==> config.mk <==
export PLATFORM = sky130hd
export DESIGN_NAME = sdram_port_arbiter_flat
export DESIGN_NICKNAME = d
export VERILOG_FILES = /design/src/rtl/sdram_port_arbiter_pkg.sv /design/src/rtl/sdram_port_arbiter_if.sv /design/src/rtl/sdram_grant_mux.sv /design/src/rtl/sdram_port_arbiter.sv /design/src/flat_wrapper.sv
export SDC_FILE = /design/constraint.sdc
export NUM_CORES = 1
export LEC_CHECK = 0
export BUFFER_PORTS_ARGS = -buffer_cell sky130_fd_sc_hd__buf_2
export CORE_MARGIN = 3
export CORE_UTILIZATION = 36
export CTS_BUF_LIST = sky130_fd_sc_hd__clkbuf_4 sky130_fd_sc_hd__clkbuf_8 sky130_fd_sc_hd__clkbuf_16
export CTS_CLUSTER_DIAMETER = 40
export CTS_CLUSTER_SIZE = 8
export DETAILED_ROUTE_END_ITERATION = 12
export PLACE_DENSITY_LB_ADDON = 0.1
export SYNTH_ARGS = -nofsm -noshare
export SYNTH_HDL_FRONTEND = slang
export SYNTH_SLANG_ARGS = --single-unit
==> constraint.sdc <==
create_clock -name i_Clk -period 2.3 [get_ports i_Clk]
set_input_delay 0 -clock i_Clk [delete_from_list [all_inputs] [get_ports i_Clk]]
set_output_delay 0 -clock i_Clk [all_outputs]
set_load 0.005 [all_outputs]
==> src/rtl/sdram_port_arbiter_pkg.sv <==
// Shared SDRAM command encodings, bus widths and the owner type used by the
// two-port SDRAM arbiter and its grant mux.
package sdram_port_arbiter_pkg;

   localparam logic [1:0] CMD_IDLE  = 2'd0;
   localparam logic [1:0] CMD_READ  = 2'd1;
   localparam logic [1:0] CMD_WRITE = 2'd2;

   localparam int READ_BURST_LENGTH = 8;
   localparam int ADDR_W            = 22;
   localparam int DATA_W            = 32;

   typedef enum logic [1:0] {
      OWN_NONE = 2'd0,
      OWN_P0   = 2'd1,
      OWN_P1   = 2'd2
   } owner_e;

   function automatic logic is_pending(input logic [1:0] command);
      return command != CMD_IDLE;
   endfunction

endpackage

==> src/rtl/sdram_port_arbiter_if.sv <==
// Client, controller and status signals of the two-port SDRAM arbiter.
// The slave modport is the arbiter's view; master is the clients/controller view.
interface sdram_port_arbiter_if;
   import sdram_port_arbiter_pkg::*;

   logic [1:0]        i_P0_Command;
   logic [ADDR_W-1:0] i_P0_Address;
   logic [DATA_W-1:0] i_P0_Data_Write;
   logic              o_P0_Granted;
   logic              o_P0_Data_Read_Valid;
   logic              o_P0_Data_Write_Done;

   logic [1:0]        i_P1_Command;
   logic [ADDR_W-1:0] i_P1_Address;
   logic [DATA_W-1:0] i_P1_Data_Write;
   logic              o_P1_Granted;
   logic              o_P1_Data_Read_Valid;
   logic              o_P1_Data_Write_Done;
   logic              o_P1_SDRAM_Requested;
   logic              i_P1_SDRAM_Yield;

   logic [1:0]        o_Command;
   logic [ADDR_W-1:0] o_Data_Address;
   logic [DATA_W-1:0] o_Data_Write;
   logic              i_Data_Read_Valid;
   logic              i_Data_Write_Done;
   logic              o_Timeout;

   modport slave (
      input  i_P0_Command, i_P0_Address, i_P0_Data_Write,
             i_P1_Command, i_P1_Address, i_P1_Data_Write, i_P1_SDRAM_Yield,
             i_Data_Read_Valid, i_Data_Write_Done,
      output o_P0_Granted, o_P0_Data_Read_Valid, o_P0_Data_Write_Done,
             o_P1_Granted, o_P1_Data_Read_Valid, o_P1_Data_Write_Done,
             o_P1_SDRAM_Requested, o_Command, o_Data_Address, o_Data_Write,
             o_Timeout
   );

   modport master (
      output i_P0_Command, i_P0_Address, i_P0_Data_Write,
             i_P1_Command, i_P1_Address, i_P1_Data_Write, i_P1_SDRAM_Yield,
             i_Data_Read_Valid, i_Data_Write_Done,
      input  o_P0_Granted, o_P0_Data_Read_Valid, o_P0_Data_Write_Done,
             o_P1_Granted, o_P1_Data_Read_Valid, o_P1_Data_Write_Done,
             o_P1_SDRAM_Requested, o_Command, o_Data_Address, o_Data_Write,
             o_Timeout
   );

endinterface

==> src/rtl/sdram_grant_mux.sv <==
// Combinational command/address/data mux toward the SDRAM controller and
// strobe demux back to whichever port currently owns it.
module sdram_grant_mux
   import sdram_port_arbiter_pkg::*;
(
   input  owner_e            owner,
   input  logic [1:0]        p0_command,
   input  logic [ADDR_W-1:0] p0_address,
   input  logic [DATA_W-1:0] p0_data_write,
   input  logic [1:0]        p1_command,
   input  logic [ADDR_W-1:0] p1_address,
   input  logic [DATA_W-1:0] p1_data_write,
   input  logic              data_read_valid,
   input  logic              data_write_done,
   output logic [1:0]        command,
   output logic [ADDR_W-1:0] address,
   output logic [DATA_W-1:0] data_write,
   output logic              p0_read_valid,
   output logic              p0_write_done,
   output logic              p1_read_valid,
   output logic              p1_write_done
);

   // With no owner the controller sees an idle, all-zero request.
   always_comb begin
      command    = CMD_IDLE;
      address    = '0;
      data_write = '0;
      case (owner)
         OWN_P0: begin
            command    = p0_command;
            address    = p0_address;
            data_write = p0_data_write;
         end
         OWN_P1: begin
            command    = p1_command;
            address    = p1_address;
            data_write = p1_data_write;
         end
         default: ;
      endcase
   end

   assign p0_read_valid = data_read_valid && (owner == OWN_P0);
   assign p0_write_done = data_write_done && (owner == OWN_P0);
   assign p1_read_valid = data_read_valid && (owner == OWN_P1);
   assign p1_write_done = data_write_done && (owner == OWN_P1);

endmodule

==> src/rtl/sdram_port_arbiter.sv <==
// Two-port SDRAM command arbiter: display reader (port 0) has priority, the
// compute engine (port 1) is preempted by handshake, guarded against starvation.
module sdram_port_arbiter
   import sdram_port_arbiter_pkg::*;
#(
   parameter int STARVE_LIMIT = 255,
   parameter int WATCHDOG     = 1023
) (
   input  logic                 i_Clk,
   input  logic                 i_Rst_n,
   sdram_port_arbiter_if.slave  bus
);

   typedef enum logic [1:0] {
      NONE      = 2'd0,
      GRANT_P0  = 2'd1,
      GRANT_P1  = 2'd2,
      REVOKE_P1 = 2'd3
   } state_e;

   localparam logic [7:0]      STARVE_MAX = 8'(STARVE_LIMIT);
   localparam int              WD_W       = (WATCHDOG > 1) ? $clog2(WATCHDOG) : 1;
   localparam logic [WD_W-1:0] WD_LAST    = (WATCHDOG > 0) ? WD_W'(WATCHDOG - 1) : '0;
   localparam bit              WD_EN      = (WATCHDOG > 0);

   state_e          state, state_next;
   logic [7:0]      starve_cnt, starve_next;
   logic            protect, protect_next;
   logic [WD_W-1:0] wd_cnt, wd_next;
   logic            timeout_q;
   owner_e          owner;

   logic p0_pending, p1_pending, starve_win, strobe, in_grant, wd_fire;

   assign p0_pending = is_pending(bus.i_P0_Command);
   assign p1_pending = is_pending(bus.i_P1_Command);
   assign in_grant   = (state != NONE);
   assign strobe     = bus.i_Data_Read_Valid || bus.i_Data_Write_Done;
   assign starve_win = p1_pending && (starve_cnt == STARVE_MAX);
   assign wd_fire    = WD_EN && in_grant && !strobe && (wd_cnt == WD_LAST);

   always_ff @(posedge i_Clk or negedge i_Rst_n) begin
      if (!i_Rst_n) begin
         state      <= NONE;
         starve_cnt <= '0;
         protect    <= 1'b0;
         wd_cnt     <= '0;
         timeout_q  <= 1'b0;
      end else begin
         state      <= state_next;
         starve_cnt <= starve_next;
         protect    <= protect_next;
         wd_cnt     <= wd_next;
         timeout_q  <= wd_fire;
      end
   end

   // Every grant passes through NONE, so a handover always costs one idle cycle.
   always_comb begin
      state_next   = state;
      protect_next = protect;
      case (state)
         NONE: begin
            protect_next = starve_win;
            if (starve_win)      state_next = GRANT_P1;
            else if (p0_pending) state_next = GRANT_P0;
            else if (p1_pending) state_next = GRANT_P1;
         end
         GRANT_P0: begin
            if (!p0_pending) state_next = NONE;
         end
         GRANT_P1: begin
            if (!p1_pending)                  state_next = NONE;
            else if (p0_pending && !protect)  state_next = REVOKE_P1;
         end
         REVOKE_P1: begin
            if (bus.i_P1_SDRAM_Yield || !p1_pending) state_next = NONE;
         end
         default: state_next = NONE;
      endcase
      if (wd_fire) state_next = NONE;
      if (state_next != GRANT_P1) protect_next = 1'b0;
   end

   // Starvation credit saturates at the limit; the watchdog restarts on any strobe or phase change.
   always_comb begin
      starve_next = starve_cnt;
      if (state == GRANT_P1 || state == REVOKE_P1)
         starve_next = '0;
      else if (p1_pending && starve_cnt != STARVE_MAX)
         starve_next = starve_cnt + 8'd1;

      wd_next = '0;
      if (WD_EN && in_grant && !strobe && state_next == state)
         wd_next = wd_cnt + WD_W'(1);
   end

   always_comb begin
      owner = OWN_NONE;
      case (state)
         GRANT_P0:            owner = OWN_P0;
         GRANT_P1, REVOKE_P1: owner = OWN_P1;
         default:             owner = OWN_NONE;
      endcase
   end

   assign bus.o_P0_Granted         = (owner == OWN_P0);
   assign bus.o_P1_Granted         = (owner == OWN_P1);
   assign bus.o_P1_SDRAM_Requested = (state == REVOKE_P1);
   assign bus.o_Timeout            = timeout_q;

   sdram_grant_mux u_grant_mux (
      .owner           (owner),
      .p0_command      (bus.i_P0_Command),
      .p0_address      (bus.i_P0_Address),
      .p0_data_write   (bus.i_P0_Data_Write),
      .p1_command      (bus.i_P1_Command),
      .p1_address      (bus.i_P1_Address),
      .p1_data_write   (bus.i_P1_Data_Write),
      .data_read_valid (bus.i_Data_Read_Valid),
      .data_write_done (bus.i_Data_Write_Done),
      .command         (bus.o_Command),
      .address         (bus.o_Data_Address),
      .data_write      (bus.o_Data_Write),
      .p0_read_valid   (bus.o_P0_Data_Read_Valid),
      .p0_write_done   (bus.o_P0_Data_Write_Done),
      .p1_read_valid   (bus.o_P1_Data_Read_Valid),
      .p1_write_done   (bus.o_P1_Data_Write_Done)
   );

endmodule

==> src/flat_wrapper.sv <==
// flat-port wrapper written by rule: the top's interface ports become plain ports
module sdram_port_arbiter_flat import sdram_port_arbiter_pkg::*;
#(
   parameter int STARVE_LIMIT = 255,
   parameter int WATCHDOG     = 1023
)
  (i_Clk, i_Rst_n, bus_i_P0_Command, bus_i_P0_Address, bus_i_P0_Data_Write, bus_i_P1_Command, bus_i_P1_Address, bus_i_P1_Data_Write, bus_i_P1_SDRAM_Yield, bus_i_Data_Read_Valid, bus_i_Data_Write_Done, bus_o_P0_Granted, bus_o_P0_Data_Read_Valid, bus_o_P0_Data_Write_Done, bus_o_P1_Granted, bus_o_P1_Data_Read_Valid, bus_o_P1_Data_Write_Done, bus_o_P1_SDRAM_Requested, bus_o_Command, bus_o_Data_Address, bus_o_Data_Write, bus_o_Timeout);
  sdram_port_arbiter_if bus_i ();
  input  logic i_Clk;
  input  logic i_Rst_n;
  input wire logic [$bits(bus_i.i_P0_Command)-1:0] bus_i_P0_Command;
  input wire logic [$bits(bus_i.i_P0_Address)-1:0] bus_i_P0_Address;
  input wire logic [$bits(bus_i.i_P0_Data_Write)-1:0] bus_i_P0_Data_Write;
  input wire logic [$bits(bus_i.i_P1_Command)-1:0] bus_i_P1_Command;
  input wire logic [$bits(bus_i.i_P1_Address)-1:0] bus_i_P1_Address;
  input wire logic [$bits(bus_i.i_P1_Data_Write)-1:0] bus_i_P1_Data_Write;
  input wire logic [$bits(bus_i.i_P1_SDRAM_Yield)-1:0] bus_i_P1_SDRAM_Yield;
  input wire logic [$bits(bus_i.i_Data_Read_Valid)-1:0] bus_i_Data_Read_Valid;
  input wire logic [$bits(bus_i.i_Data_Write_Done)-1:0] bus_i_Data_Write_Done;
  output wire logic [$bits(bus_i.o_P0_Granted)-1:0] bus_o_P0_Granted;
  output wire logic [$bits(bus_i.o_P0_Data_Read_Valid)-1:0] bus_o_P0_Data_Read_Valid;
  output wire logic [$bits(bus_i.o_P0_Data_Write_Done)-1:0] bus_o_P0_Data_Write_Done;
  output wire logic [$bits(bus_i.o_P1_Granted)-1:0] bus_o_P1_Granted;
  output wire logic [$bits(bus_i.o_P1_Data_Read_Valid)-1:0] bus_o_P1_Data_Read_Valid;
  output wire logic [$bits(bus_i.o_P1_Data_Write_Done)-1:0] bus_o_P1_Data_Write_Done;
  output wire logic [$bits(bus_i.o_P1_SDRAM_Requested)-1:0] bus_o_P1_SDRAM_Requested;
  output wire logic [$bits(bus_i.o_Command)-1:0] bus_o_Command;
  output wire logic [$bits(bus_i.o_Data_Address)-1:0] bus_o_Data_Address;
  output wire logic [$bits(bus_i.o_Data_Write)-1:0] bus_o_Data_Write;
  output wire logic [$bits(bus_i.o_Timeout)-1:0] bus_o_Timeout;
  assign bus_i.i_P0_Command = bus_i_P0_Command;
  assign bus_i.i_P0_Address = bus_i_P0_Address;
  assign bus_i.i_P0_Data_Write = bus_i_P0_Data_Write;
  assign bus_i.i_P1_Command = bus_i_P1_Command;
  assign bus_i.i_P1_Address = bus_i_P1_Address;
  assign bus_i.i_P1_Data_Write = bus_i_P1_Data_Write;
  assign bus_i.i_P1_SDRAM_Yield = bus_i_P1_SDRAM_Yield;
  assign bus_i.i_Data_Read_Valid = bus_i_Data_Read_Valid;
  assign bus_i.i_Data_Write_Done = bus_i_Data_Write_Done;
  assign bus_o_P0_Granted = bus_i.o_P0_Granted;
  assign bus_o_P0_Data_Read_Valid = bus_i.o_P0_Data_Read_Valid;
  assign bus_o_P0_Data_Write_Done = bus_i.o_P0_Data_Write_Done;
  assign bus_o_P1_Granted = bus_i.o_P1_Granted;
  assign bus_o_P1_Data_Read_Valid = bus_i.o_P1_Data_Read_Valid;
  assign bus_o_P1_Data_Write_Done = bus_i.o_P1_Data_Write_Done;
  assign bus_o_P1_SDRAM_Requested = bus_i.o_P1_SDRAM_Requested;
  assign bus_o_Command = bus_i.o_Command;
  assign bus_o_Data_Address = bus_i.o_Data_Address;
  assign bus_o_Data_Write = bus_i.o_Data_Write;
  assign bus_o_Timeout = bus_i.o_Timeout;
  sdram_port_arbiter #(.STARVE_LIMIT(STARVE_LIMIT), .WATCHDOG(WATCHDOG)) u_core (.i_Clk(i_Clk), .i_Rst_n(i_Rst_n), .bus(bus_i));
endmodule
== After elaboration in Yosys (flattened, before gate mapping) ==
Cells that the tools add are included.

* Bits in registers: 22
* Input port bits: 117
* Output and inout bits: 64
* Logic and storage cells: 58

* $add $sub $neg: 2
* Equal/unequal tests: 10
* Mux-type cells: 18
* Reduce and logical (&&, ||, !) cells: 23

{| class="wikitable"
|+ Operators with widths
! cell !! count
|-
| $pmux W32 S2 || 1
|-
| $pmux W22 S2 || 1
|-
| $mux W2 || 8
|-
| $mux W8 || 2
|-
| $add A10 B1 Y10 const B || 1
|-
| $eq A10 B10 Y1 const B || 1
|-
| $logic_and A1 B1 Y1 || 10
|-
| $mux W10 || 1
|-
| $reduce_bool A2 Y1 || 5
|-
| $add A8 B1 Y8 const B || 1
|-
| $eq A8 B8 Y1 const B || 1
|-
| $ne A8 B8 Y1 const B || 1
|-
| $pmux W2 S2 || 2
|-
| $pmux W2 S4 || 1
|-
| $eq A2 B2 Y1 const B || 3
|-
| $eq A2 B1 Y1 const B || 2
|-
| $logic_not A1 Y1 || 3
|-
| $logic_or A1 B1 Y1 || 3
|-
| $eq A2 B2 Y1 || 1
|-
| $logic_not A2 Y1 || 1
|-
| $mux W1 || 2
|-
| $ne A2 B2 Y1 const B || 1
|-
| $reduce_or A2 Y1 || 1
|}

== Longest topological paths before layout ==
Gate-level depths: netlist of run 1.

* Word-level depth: 9
* Depth in mapped cells: 8
* Mapped depth without buffers: 6

== By module ==
A second synthesis of run 1 with hierarchy kept.

* Cell total of the unflattened synthesis: 272
* Area, all modules: 2060.7 µm²

{| class="wikitable"
|+ Modules (own cells, without submodules)
! module !! instances !! cells an instance !! area each (µm²) !! seq. area each (µm²)
|-
| sdram_port_arbiter || 1 || 134 || 1265.0 || 550.5
|-
| sdram_grant_mux || 1 || 138 || 795.8 || 0.0
|}

== Worst setup path before layout of run 1 ==
OpenSTA, ideal clock, no wires.

* Path type: register to register
* Start point: reg u_core.wd_cnt[0]
* End point: reg u_core.wd_cnt[2]
* Setup time: 71 ps
* Data arrival time: 1740 ps
* Required time: 2229 ps
* Setup slack: 488 ps
* Stages on the path, launching flop included: 9
* Buffers on the path: 2
* Clock period less this slack: 1812 ps
* Cells stage by stage: dfrtp_1 inv_1 ha_1 nor4bb_1 and4_4 buf_6 or4_1 buf_2 nor2_1

* Word-level cells in the longest chain between the ends: 6
* Elaborated cells on any way between the ends: 7
* Classes of those cells: 1 x add/sub; 2 x eq/ne; 2 x mux; 2 x reduce/logical

{| class="wikitable"
|+ Ends and longest elaborated chain
! what !! line !! source
|-
| start, declared || sdram_port_arbiter.sv:29 || <nowiki>logic [WD_W-1:0] wd_cnt, wd_next;</nowiki>
|-
| start signal, assigned || sdram_port_arbiter.sv:53 || <nowiki>wd_cnt <= wd_next;</nowiki>
|-
| $eq A10 B10 Y1 || sdram_port_arbiter.sv:40 || <nowiki>assign wd_fire = WD_EN && in_grant && !strobe && (wd_cnt == WD_LAST);</nowiki>
|-
| $logic_and A1 B1 Y1 || sdram_port_arbiter.sv:40 ||
|-
| named net u_core.wd_fire || sdram_port_arbiter.sv:33 || <nowiki>logic p0_pending, p1_pending, starve_win, strobe, in_grant, wd_fire;</nowiki>
|-
| $mux W2 || sdram_port_arbiter.sv:81 || <nowiki>if (wd_fire) state_next = NONE;</nowiki>
|-
| $eq A2 B2 Y1 || sdram_port_arbiter.sv:94 || <nowiki>if (WD_EN && in_grant && !strobe && state_next == state)</nowiki>
|-
| $logic_and A1 B1 Y1 || sdram_port_arbiter.sv:94 ||
|-
| $mux W10 || sdram_port_arbiter.sv:94 ||
|-
| named net u_core.wd_next[2] || sdram_port_arbiter.sv:29 ||
|}

The timed path passes the listed nets, and every way through them passes these cells.
A chain may end at the register's enable or synchronous reset.

== Worst setup path after layout of run 1 ==
* Start point: reg u_core.state[0]
* End point: reg u_core.wd_cnt[4]

* Word-level cells in the longest chain between the ends: 8
* Elaborated cells on any way between the ends: 19
* Classes of those cells: 4 x eq/ne; 10 x mux; 5 x reduce/logical

{| class="wikitable"
|+ Ends and longest elaborated chain
! what !! line !! source
|-
| start, declared || sdram_port_arbiter.sv:26 || <nowiki>state_e state, state_next;</nowiki>
|-
| start signal, assigned || sdram_port_arbiter.sv:50 || <nowiki>state <= state_next;</nowiki>
|-
| $mux W2 || sdram_port_arbiter.sv:67 || <nowiki>else if (p1_pending) state_next = GRANT_P1;</nowiki>
|-
| $mux W2 || sdram_port_arbiter.sv:66 || <nowiki>else if (p0_pending) state_next = GRANT_P0;</nowiki>
|-
| $mux W2 || sdram_port_arbiter.sv:65 || <nowiki>if (starve_win) state_next = GRANT_P1;</nowiki>
|-
| $pmux W2 S4 || sdram_port_arbiter.sv:62 || <nowiki>case (state)</nowiki>
|-
| $mux W2 || sdram_port_arbiter.sv:81 ||
|-
| $eq A2 B2 Y1 || sdram_port_arbiter.sv:94 ||
|-
| $logic_and A1 B1 Y1 * || sdram_port_arbiter.sv:94 ||
|-
| $mux W10 * || sdram_port_arbiter.sv:94 ||
|-
| named net u_core.wd_next[4] || sdram_port_arbiter.sv:29 ||
|}

Mark *: on every way through the listed nets, which the timed path passes. The rest lies on a longest branch.

==> results of run 1 <==
[sequential cells by signal (all words and copies together) (netlist names)]
register	flops
u_core.state	2
u_core.protect	1
u_core.starve_cnt	8
u_core.bus.o_Timeout	1
u_core.wd_cnt	10
[final timing paths]
check | from | endpoint | slack (ps) | depth (start not counted)
worst max-delay path | u_core.state[0]$_DFF_PN0_ | u_core.wd_cnt[4]$_DFF_PN0_ | 360 | 4
worst min-delay path | bus_i_Data_Write_Done | u_core.bus.o_Timeout$_DFF_PN0_ | 130 | 3
worst max register to register | u_core.state[0]$_DFF_PN0_ | u_core.wd_cnt[4]$_DFF_PN0_ | 360 | 4
worst min register to register | u_core.wd_cnt[0]$_DFF_PN0_ | u_core.wd_cnt[0]$_DFF_PN0_ | 520 | 1
max in group asynchronous | i_Rst_n | u_core.state[1]$_DFF_PN0_ | 1730 | 2
min in group asynchronous | i_Rst_n | u_core.wd_cnt[5]$_DFF_PN0_ | 220 | 2
[cells by family after synthesis]
kind of cell | Yosys count
buffers and inverters | 21
XOR/XNOR | 13
multiplexers | 1
AO/OA/AOI/OAI | 77
AND/OR/NAND/NOR | 57
flip-flops | 22
adder cells (fa/ha/maj) | 3
[power by group through the flow]
stage / Sequential [mW] / Combinational [mW] / Clock (mW)
2_1_floorplan: 0.490 / 0.553 / 0
3_3_place_gp: 0.509 / 1.05 / 0
3_5_place_dp: 0.512 / 1.06 / 0
4_1_cts: 0.506 / 1.07 / 0.364
5_1_grt: 0.515 / 1.18 / 0.384
6_report: 0.507 / 1.08 / 0.356
[cells in the final DEF, fill, tap and decap left out, drive strengths merged, types with 4 or more instances in the layout]
cell and n:
a21oi 5, a22o 55, and2 5, buf 183
dfrtp 22, nand2 7, nand3 4, nand4 4
nor2 21, xor2 10
[per-stage QoR]
| stage | setup WS, ps | instances | hold slack (ps) | util |
|---|---|---|---|---|
| floorplan | 488 | 194 | -296 | - |
| global placement | 417 | 410 | -15.5 | 0.591 |
| detailed placement | 362 | 410 | -7.37 | 0.591 |
| CTS | 344 | 415 | 122 | 0.609 |
| global route | 238 | 415 | 137 | 0.609 |
| finish | 361 | 415 | 131 | 0.609 |
[cell usage after synthesis (3+ instances only)]
cell       n  area, um2
a21oi_1    5       25.0
a22o_1    55        482
and2_1     5       31.3
clkbuf_1  14       52.6
dfrtp_1   22        551
ha_1       3       37.5
nand2_1    7       26.3
nand3_1    4       20.0
nand4_1    4       25.0
nor2_1    21       78.8
nor3_1     3       15.0
xnor2_1    3       26.3
xor2_1    10       87.6
[routing by layer]
layer  global-route usage  part of all wire  routed length [um]
met3                0.113              0.17                1290
met4               0.0330            0.0022                  17
met5                    0                 0                   0
met2                0.327              0.43                3330
met1                0.356              0.40                3120
[repair_timing]
action | CTS | global route
setup endpoints to repair | 0 | 0
endpoints found under the hold margin | 22 | 0
hold buffers | 1 | 0
[layout make-up]
type                       count  area [um2]
inverter                       2        7.51
clock inverter                 1        30.0
multi-input combinational    151        1100
sequential                    22         552
fill                         430        1760
clock buffer                   3        41.3
timing repair buffer         184         946
tap                           52        65.1
[worst max-delay path: cells and delay by family, from the launching register on]
family           cells  cell delay [ps]
flip-flops           1              520
AO/OA/AOI/OAI        1              270
AND/OR/NAND/NOR      3             1080
==> results.py, run 1 <==
metrics = {
    "clocking": {
        "path_clk_slew_ps": 80,
        "cts.sinks": 22,
        "clk_latency_ps": 260,
        "h-tree-depth": 1,
        "cts_buffers": 3,
        "cts_resized": 0,
        "root_buffer": "clkbuf_8",
        "cts_tree": "yes",
        "post-cts-setup-buffer-count": 0,
        "clockBufferDepth": 2,
    },
    "layout": {
        "antennaDiodeCount": 0,
        "fin_area_um2": 2750,
        "drive_above_1_share": 0.529,
        "area_growth_pct": 58.2,
        "nets": 484,
    },
    "synthesis": {
        "ys_types": 42,
        "synth_top_family_by_area": "compound AO/OA/AOI/OAI gates",
        "synth_mux_area_frac": 0.00577,
        "syn_area_um2": 1740,
        "postSynthNetCount": 314,
        "synth_ff_type": "dfrtp_1",
        "avgSynthCellArea_um2": 8.95,
        "synthXorXnorAreaFrac": 0.0656,
        "synth_seq_cells": 22,
        "synth-adder-area-share": 0.0216,
        "yosysWarnings": 0,
        "synth-simple-area-share": 0.172,
        "synth_edf_count": 0,
        "synthCells": 194,
        "synthArstFlopShare": 1.00,
        "synth_compound_area_frac": 0.367,
        "seq_area_frac_synth": 0.317,
    },
    "floorplanning": {
        "core_um2": 4500,
        "die_width_um": 75.4,
        "start_util": 0.385,
        "dieArea_um2": 5690,
        "io_pins": 181,
        "row_count": 24,
        "die_y_um": 75.4,
    },
    "power": {
        "pwr-share-seq": 0.262,
        "p_sw_mw": 0.740,
        "power_mw": 1.94,
        "pwr-share-comb": 0.555,
        "p_leak_nw": 1.59,
        "power_frac_clock": 0.184,
        "switching_share": 0.382,
        "intPower_mw": 1.20,
        "power_density_nw_per_um2": 706,
        "vdd_drop_max_v": 0.000401,
    },
    "route": {
        "wire_per_inst_um": 18.7,
        "vias": 2269,
        "drt_iter0_markers": 133,
        "viasPerCell": 5.47,
        "ant_nets": 0,
        "drc_errors": 0,
        "routed_wl_mm": 7.75,
        "first_pass_iters": 4,
    },
    "critical_path": {
        "crit_path_end_kind": "register",
        "worstSetupPathType": "register to register",
        "crit_fanout": 13,
        "critPathArrivalTime_ps": 2130,
        "max_stage_delay_ps": 710,
        "crit_path_start_kind": "register",
        "cp_cell_sequence": "o211a_1 > and4_4 > or4_1 > nor2_1",
        "cp.required_ps": 2490,
        "cp_slowest_cell": "or4_1",
    },
    "grt": {
        "grt_max_degree": 59,
        "grt_pass1_vias": 2008,
        "grt_usage": 0.241,
        "grt_antenna_before_repair": 0,
        "grt_pass1_wl_mm": 10.1,
        "grt_overflow": 0,
    },
    "sta": {
        "hold_viol": 0,
        "period_needed_ps": 1940,
        "worstMarginPinSlew_ps": 522,
        "clock_skew_ps": 2.54,
        "fmax_ghz": 0.516,
        "grt_setup_unrepaired": "no",
        "final_max_slew_viol_count": 0,
        "fin_crit_sh": 0.843,
        "tns_ps": 0,
        "setup_viol": 0,
        "slew_headroom": 0.652,
    },
    "placed_design": {
        "portBuffers": 180,
        "hpwl_mm": 6.43,
        "post_dp_cell_area_um2": 2660,
        "gp_congestion": 0.884,
    },
    "run_status": {
        "status": "finished clean",
    },
    "hold_path": {
        "min_path_type": "input pin to register",
    },
    "job": {
        "timing.max_cap.violations": 0,
    },
}
Power figures use the tool's default switching activity.
==> inputs of run 2 (changes only) <==
--- a/config.mk
+++ b/config.mk
@@ -7,7 +7,7 @@
 export LEC_CHECK = 0
 export BUFFER_PORTS_ARGS = -buffer_cell sky130_fd_sc_hd__buf_2
 export CORE_MARGIN = 3
-export CORE_UTILIZATION = 36
+export CORE_UTILIZATION = 32
 export CTS_BUF_LIST = sky130_fd_sc_hd__clkbuf_4 sky130_fd_sc_hd__clkbuf_8 sky130_fd_sc_hd__clkbuf_16
 export CTS_CLUSTER_DIAMETER = 40
 export CTS_CLUSTER_SIZE = 8
==> constraint.sdc (replaced) <==
create_clock -name i_Clk -period 1.62 [get_ports i_Clk]
set_input_delay 0 -clock i_Clk [delete_from_list [all_inputs] [get_ports i_Clk]]
set_output_delay 0 -clock i_Clk [all_outputs]
set_load 0.005 [all_outputs]
==> run 2 against run 1 <==
The run now ends with setup timing left. Combinational power increased by 74%. Sequential power rose by 38%. Clock-buffer cell count unchanged. Non-clock buffer count is 20 higher. Register-to-register slack got worse by 380 ps. Power up 60%. Largest power group unchanged. Routed wire length decreased by 5.8%. Fmax up 18%. Worst hold slack improved by 30 ps. Via count grew 2.6%.
==> results.py, run 2 (synthesized netlist as in run 1, its figures left out) <==
metrics = {
    "power": {
        "p_sw_mw": 1.09,
        "power_mw": 3.09,
        "p_leak_nw": 1.74,
        "intPower_mw": 2.01,
        "pwr-share-seq": 0.227,
        "power_density_nw_per_um2": 1010,
        "pwr-share-comb": 0.607,
        "switching_share": 0.352,
        "power_frac_clock": 0.167,
        "vdd_drop_max_v": 0.000685,
    },
    "layout": {
        "fillCellCount": 457,
        "mostFrequentLayoutCells": "buf_2 (180), a22o_1 (55), dfrtp_1 (21)",
        "multi_input_area_um2": 1150,
        "antennaDiodeCount": 0,
        "fin_area_um2": 3070,
        "largestRegisters": "u_core.wd_cnt (10), u_core.starve_cnt (8), u_core.state (2)",
        "final-seq-area_um2": 552,
        "layout_commonest_cell": "buf_2",
        "drive_above_1_share": 0.576,
        "regMostFlops": "u_core.wd_cnt",
        "nets": 505,
        "area_growth_pct": 76.9,
        "final_core_util": 0.593,
        "largest_reg_flops": 10,
    },
    "clocking": {
        "clockBufferDepth": 2,
        "cts.sinks": 22,
        "h-tree-depth": 1,
        "path_clk_slew_ps": 80,
        "cts_buffers": 3,
        "cts_tree": "yes",
        "clk_latency_ps": 270,
        "root_buffer": "clkbuf_8",
    },
    "critical_path": {
        "critPathArrivalTime_ps": 1840,
        "worstSetupPathType": "register to register",
        "reg2reg_depth": 4,
        "crit_path_end_kind": "register",
        "cp_slowest_cell": "or4_4",
        "worstSetupPathDepth": 4,
        "cp-endpoint": "u_core.wd_cnt[0]$_DFF_PN0_",
        "rr_startpoint": "u_core.state[0]$_DFF_PN0_",
        "crit_fanout": 5,
        "crit_path_start_kind": "register",
        "critPathTopFamily": "simple AND/OR/NAND/NOR gates",
        "cp.buffers_inverters": 0,
        "reg2reg_slack_ps": -20,
        "crit_start": "u_core.state[0]$_DFF_PN0_",
        "reg2reg_to": "u_core.wd_cnt[0]$_DFF_PN0_",
        "cp.required_ps": 1820,
        "max_stage_delay_ps": 580,
        "cp_cell_sequence": "o2bb2ai_1 > a211o_1 > or4_4 > nor2_1",
    },
    "job": {
        "timing.max_cap.violations": 0,
    },
    "hold_path": {
        "hold_path_depth": 4,
        "min_path_type": "input pin to register",
    },
    "sta": {
        "final_max_slew_viol_count": 0,
        "grt_setup_unrepaired": "yes",
        "clock_skew_ps": 3.86,
        "hold_viol": 0,
        "worstMarginPinSlew_ps": 531,
        "fmax_ghz": 0.611,
        "fin_ws_ps": -17.5,
        "slew_headroom": 0.643,
        "setup_viol": 5,
        "period_needed_ps": 1640,
        "fin_crit_sh": 1.01,
        "tns_ps": -37.9,
    },
    "run_status": {
        "status": "finished with violations",
        "violations": "setup timing",
    },
    "grt": {
        "use_met2": 0.354,
        "grt_pass1_wl_mm": 9.40,
        "met1_usage": 0.206,
        "grt_usage": 0.184,
        "use_met3": 0.0530,
        "gr-max-usage-layer": "met2",
        "grt_antenna_before_repair": 0,
        "grt_pass1_vias": 2048,
        "grt_max_degree": 59,
        "grt_overflow": 0,
    },
    "floorplanning": {
        "start_util": 0.336,
        "row_count": 26,
        "die_y_um": 79.6,
        "die_width_um": 79.6,
        "io_pins": 181,
        "core_um2": 5170,
        "dieArea_um2": 6340,
    },
    "route": {
        "drt_iter0_markers": 90,
        "ant_nets": 0,
        "routed_wl_mm": 7.30,
        "first_pass_iters": 4,
        "drc_errors": 0,
        "vias": 2328,
        "viasPerCell": 5.13,
        "wire_per_inst_um": 16.1,
    },
    "placed_design": {
        "post_dp_cell_area_um2": 2760,
        "place_ws_ps": 3.86,
        "portBuffers": 180,
        "gp_congestion": 0.767,
        "hpwl_mm": 5.21,
    },
}
[run 2: cell types whose count changed in the layout (fill, tap and decap cells not counted), sizes merged]
cell	before	now
or4	2	3
buf	183	199
clkbuf	3	7
[run 2: through the flow]
stage	std cells	hold slack, ps
3_3_place_gp	437	-10.1
6_report	454	161
3_5_place_dp	437	-3.74
5_1_grt	454	206
2_1_floorplan	194	-296
4_1_cts	442	145
[run 2: worst min path at each step]
stage / from / end / slack [ps]
after floorplan: i_Rst_n / u_core.bus.o_Timeout$_DFF_PN0_ / -300
after CTS: bus_i_P1_SDRAM_Yield / u_core.state[0]$_DFF_PN0_ / 150
after global routing: bus_i_P0_Command[1] / u_core.state[1]$_DFF_PN0_ / 210
final: bus_i_P1_SDRAM_Yield / u_core.state[0]$_DFF_PN0_ / 160
after global placement: i_Rst_n / u_core.starve_cnt[1]$_DFFE_PN0P_ / -10
after detailed placement: i_Rst_n / u_core.starve_cnt[0]$_DFFE_PN0P_ / -4
[run 2: cell type report]
| class | instances | area share |
|---|---|---|
| Timing Repair Buffer | 204 | 0.390 |
| Multi-Input combinational cell | 152 | 0.376 |
| Sequential cell | 22 | 0.180 |
| Tap cell | 70 | 0.0285 |
| Clock buffer | 3 | 0.0135 |
| Clock inverter | 1 | 0.00978 |
| Inverter | 2 | 0.00245 |
[run 2: worst register-to-register path, cell delays in order (launching register included)]
cell	delay, ps
dfrtp_1	410
o2bb2ai_1	140
a211o_1	320
or4_4	580
nor2_1	130
[run 2: what timing repair did]
action | in CTS | in global routing
resized for setup | 1 | 10
setup endpoints to repair | 5 | 71
pin swaps | 0 | 1
gates cloned | 0 | 7
setup buffers | 0 | 5
endpoints found under the hold margin | 22 | 0
hold buffers | 1 | 0
[run 2: power groups by stage]
| stage | registers (mW) | logic [mW] | clock network, mW |
|---|---|---|---|
| 2_1_floorplan | 0.696 | 0.794 | 0 |
| 3_3_place_gp | 0.708 | 1.47 | 0 |
| 5_1_grt | 0.711 | 2.04 | 0.560 |
| 3_5_place_dp | 0.712 | 1.47 | 0 |
| 4_1_cts | 0.702 | 1.48 | 0.525 |
| 6_report | 0.701 | 1.88 | 0.515 |
[run 2: routing by layer]
| metal | vias to the layer above | wire length, um |
|---|---|---|
| met2 | 114 | 3800 |
| met5 | - | 0 |
| met3 | 6 | 680 |
| li1 | 1137 | - |
| met1 | 1071 | 2780 |
| met4 | 0 | 37 |
==> inputs of run 3 (changes only) <==
--- a/config.mk
+++ b/config.mk
@@ -10,9 +10,10 @@
 export CORE_UTILIZATION = 32
 export CTS_BUF_LIST = sky130_fd_sc_hd__clkbuf_4 sky130_fd_sc_hd__clkbuf_8 sky130_fd_sc_hd__clkbuf_16
 export CTS_CLUSTER_DIAMETER = 40
-export CTS_CLUSTER_SIZE = 8
+export CTS_CLUSTER_SIZE = 40
 export DETAILED_ROUTE_END_ITERATION = 12
 export PLACE_DENSITY_LB_ADDON = 0.1
+export SETUP_SLACK_MARGIN = 0.3
 export SYNTH_ARGS = -nofsm -noshare
 export SYNTH_HDL_FRONTEND = slang
 export SYNTH_SLANG_ARGS = --single-unit
==> run 3 against run 2 <==
The flow still finishes with violations (setup timing). Critical path depth grew 2. Global-route usage up 6.5 points. Via count increased by 5.8%. Non-clock buffer count is 17 higher. First-iteration DRC count decreased by 11%. Fmax decreased by 3.1%. Register-to-register slack got worse by 50 ps. Largest cell class unchanged. Largest power group unchanged.
==> results.py, run 3 (synthesized netlist as in run 1, its figures left out) <==
metrics = {
    "hold_path": {
        "min_path_type": "input pin to register",
    },
    "route": {
        "first_pass_iters": 4,
        "wire_per_inst_um": 18.9,
        "viasPerCell": 5.23,
        "ant_nets": 0,
        "routed_wl_mm": 8.88,
        "drt_iter0_markers": 80,
        "vias": 2462,
        "drc_errors": 0,
    },
    "critical_path": {
        "critPathArrivalTime_ps": 1890,
        "cp_cell_sequence": "buf_6 > buf_6 > o21a_1 > o22ai_2 > or4_4 > nor2_2",
        "crit_path_start_kind": "register",
        "cp_slowest_cell": "or4_4",
        "critPathTopFamily": "simple AND/OR/NAND/NOR gates",
        "crit_fanout": 5,
        "max_stage_delay_ps": 620,
        "cp.required_ps": 1820,
        "crit_path_end_kind": "register",
        "worstSetupPathType": "register to register",
        "cp_common_cell": "buf_6",
        "cp.buffers_inverters": 2,
    },
    "power": {
        "intPower_mw": 2.36,
        "switching_share": 0.349,
        "vdd_drop_max_v": 0.000533,
        "power_density_nw_per_um2": 1040,
        "pwr-share-comb": 0.667,
        "power_frac_clock": 0.141,
        "pwr-share-seq": 0.192,
        "p_leak_nw": 1.89,
        "p_sw_mw": 1.27,
    },
    "layout": {
        "antennaDiodeCount": 0,
        "largestRegisters": "u_core.wd_cnt (10), u_core.starve_cnt (8), u_core.state (2)",
        "layout_commonest_cell": "buf_2",
        "nets": 522,
        "final-seq-area_um2": 552,
        "drive_above_1_share": 0.648,
        "multi_input_area_um2": 1280,
        "final_cells": 471,
        "regMostFlops": "u_core.wd_cnt",
        "area_growth_pct": 101,
        "fillCellCount": 444,
        "largest_reg_flops": 10,
        "mostFrequentLayoutCells": "buf_2 (179), a22o_1 (55), dfrtp_1 (21)",
    },
    "floorplanning": {
        "die_width_um": 79.6,
        "core_um2": 5170,
        "io_pins": 181,
        "start_util": 0.336,
        "die_y_um": 79.6,
        "dieArea_um2": 6340,
        "row_count": 26,
    },
    "grt": {
        "grt_antenna_before_repair": 0,
        "grt_max_degree": 26,
        "grt_usage": 0.250,
        "grt_pass1_wl_mm": 12.2,
        "grt_pass1_vias": 2332,
        "grt_overflow": 0,
    },
    "placed_design": {
        "place_inst": 433,
        "hpwl_mm": 6.27,
        "gp_congestion": 0.821,
        "portBuffers": 180,
    },
    "sta": {
        "grt_setup_unrepaired": "yes",
        "worstMarginPinSlew_ps": 589,
        "fmax_ghz": 0.592,
        "period_needed_ps": 1690,
        "fin_ws_ps": -70.5,
        "setup_viol": 31,
        "final_max_slew_viol_count": 0,
        "tns_ps": -733,
        "slew_headroom": 0.606,
        "clock_skew_ps": 1.97,
        "fin_crit_sh": 1.04,
        "hold_viol": 0,
    },
    "job": {
        "timing.max_cap.violations": 0,
    },
    "clocking": {
        "cts_buffers": 3,
        "cts_tree": "yes",
        "root_buffer": "clkbuf_8",
        "clk_latency_ps": 260,
        "path_clk_slew_ps": 80,
        "cts.sinks": 22,
        "clockBufferDepth": 2,
        "h-tree-depth": 1,
    },
    "run_status": {
        "status": "finished with violations",
        "violations": "setup timing",
    },
}
run 3: cell count changes in the layout (fill, tap and decap cells not counted), sizes merged:
cell,before,now
buf,199,218
clkbuf,7,4
bufbuf,0,1
run 3: routing by layer:
layer | share of wire | global-route usage
met5 | 0 | 0
met4 | 0.030 | 0.115
met3 | 0.061 | 0.0395
met2 | 0.55 | 0.470
met1 | 0.36 | 0.269
run 3: tightest hold or removal path, stage by stage:
cell      delay [ps]
buf_2            130
o32ai_4           80
a21oi_2          150
a211oi_2          60
run 3: final cells by class:
cell class                      count  area share
Multi-Input combinational cell    152       0.369
Tap cell                           70      0.0252
Timing Repair Buffer              221       0.425
Clock inverter                      1     0.00863
Sequential cell                    22       0.159
Inverter                            2     0.00216
Clock buffer                        3      0.0119
run 3: power by group through the flow:
stage / registers [mW] / logic, mW / clock network, mW
detailed placement: 0.712 / 1.57 / 0
global placement: 0.706 / 1.57 / 0
finish: 0.696 / 2.41 / 0.512
CTS: 0.692 / 2.21 / 0.523
global route: 0.706 / 2.56 / 0.550
floorplan: 0.698 / 0.807 / 0
run 3: through the flow:
stage	cell area, um2	power (mW)	setup WS (ps)	utilization	hold WS (ps)
final	3480	3.62	-70.5	0.673	191
after global routing	3480	3.82	-114	0.673	204
after CTS	3300	3.43	-30.1	0.637	157
after detailed placement	2760	2.28	7.26	0.534	-6.44
after global placement	2760	2.27	45.8	0.534	-3.52
after floorplan	1760	1.51	-12.6	-	-296
run 3: path summary, 6_finish.rpt:
path | start | endpoint | slack (ps) | depth (start not counted)
max in group asynchronous | i_Rst_n | u_core.state[1]$_DFF_PN0_ | 1030 | 2
hold / removal | bus_i_P1_SDRAM_Yield | u_core.state[0]$_DFF_PN0_ | 190 | 4
setup reg to reg | u_core.state[0]$_DFF_PN0_ | u_core.wd_cnt[1]$_DFF_PN0_ | -70 | 6
min in group asynchronous | i_Rst_n | u_core.wd_cnt[5]$_DFF_PN0_ | 220 | 2
setup / recovery | u_core.state[0]$_DFF_PN0_ | u_core.wd_cnt[1]$_DFF_PN0_ | -70 | 6
hold reg to reg | u_core.wd_cnt[0]$_DFF_PN0_ | u_core.wd_cnt[0]$_DFF_PN0_ | 560 | 2
run 3: what timing repair did:
action	in CTS	in global routing
pin swaps	39	33
gates resized for setup	25	27
buffers inserted	19	6
cloned	7	1
hold buffers	1	0
setup endpoints to repair	81	81
endpoints found under the hold margin	22	0
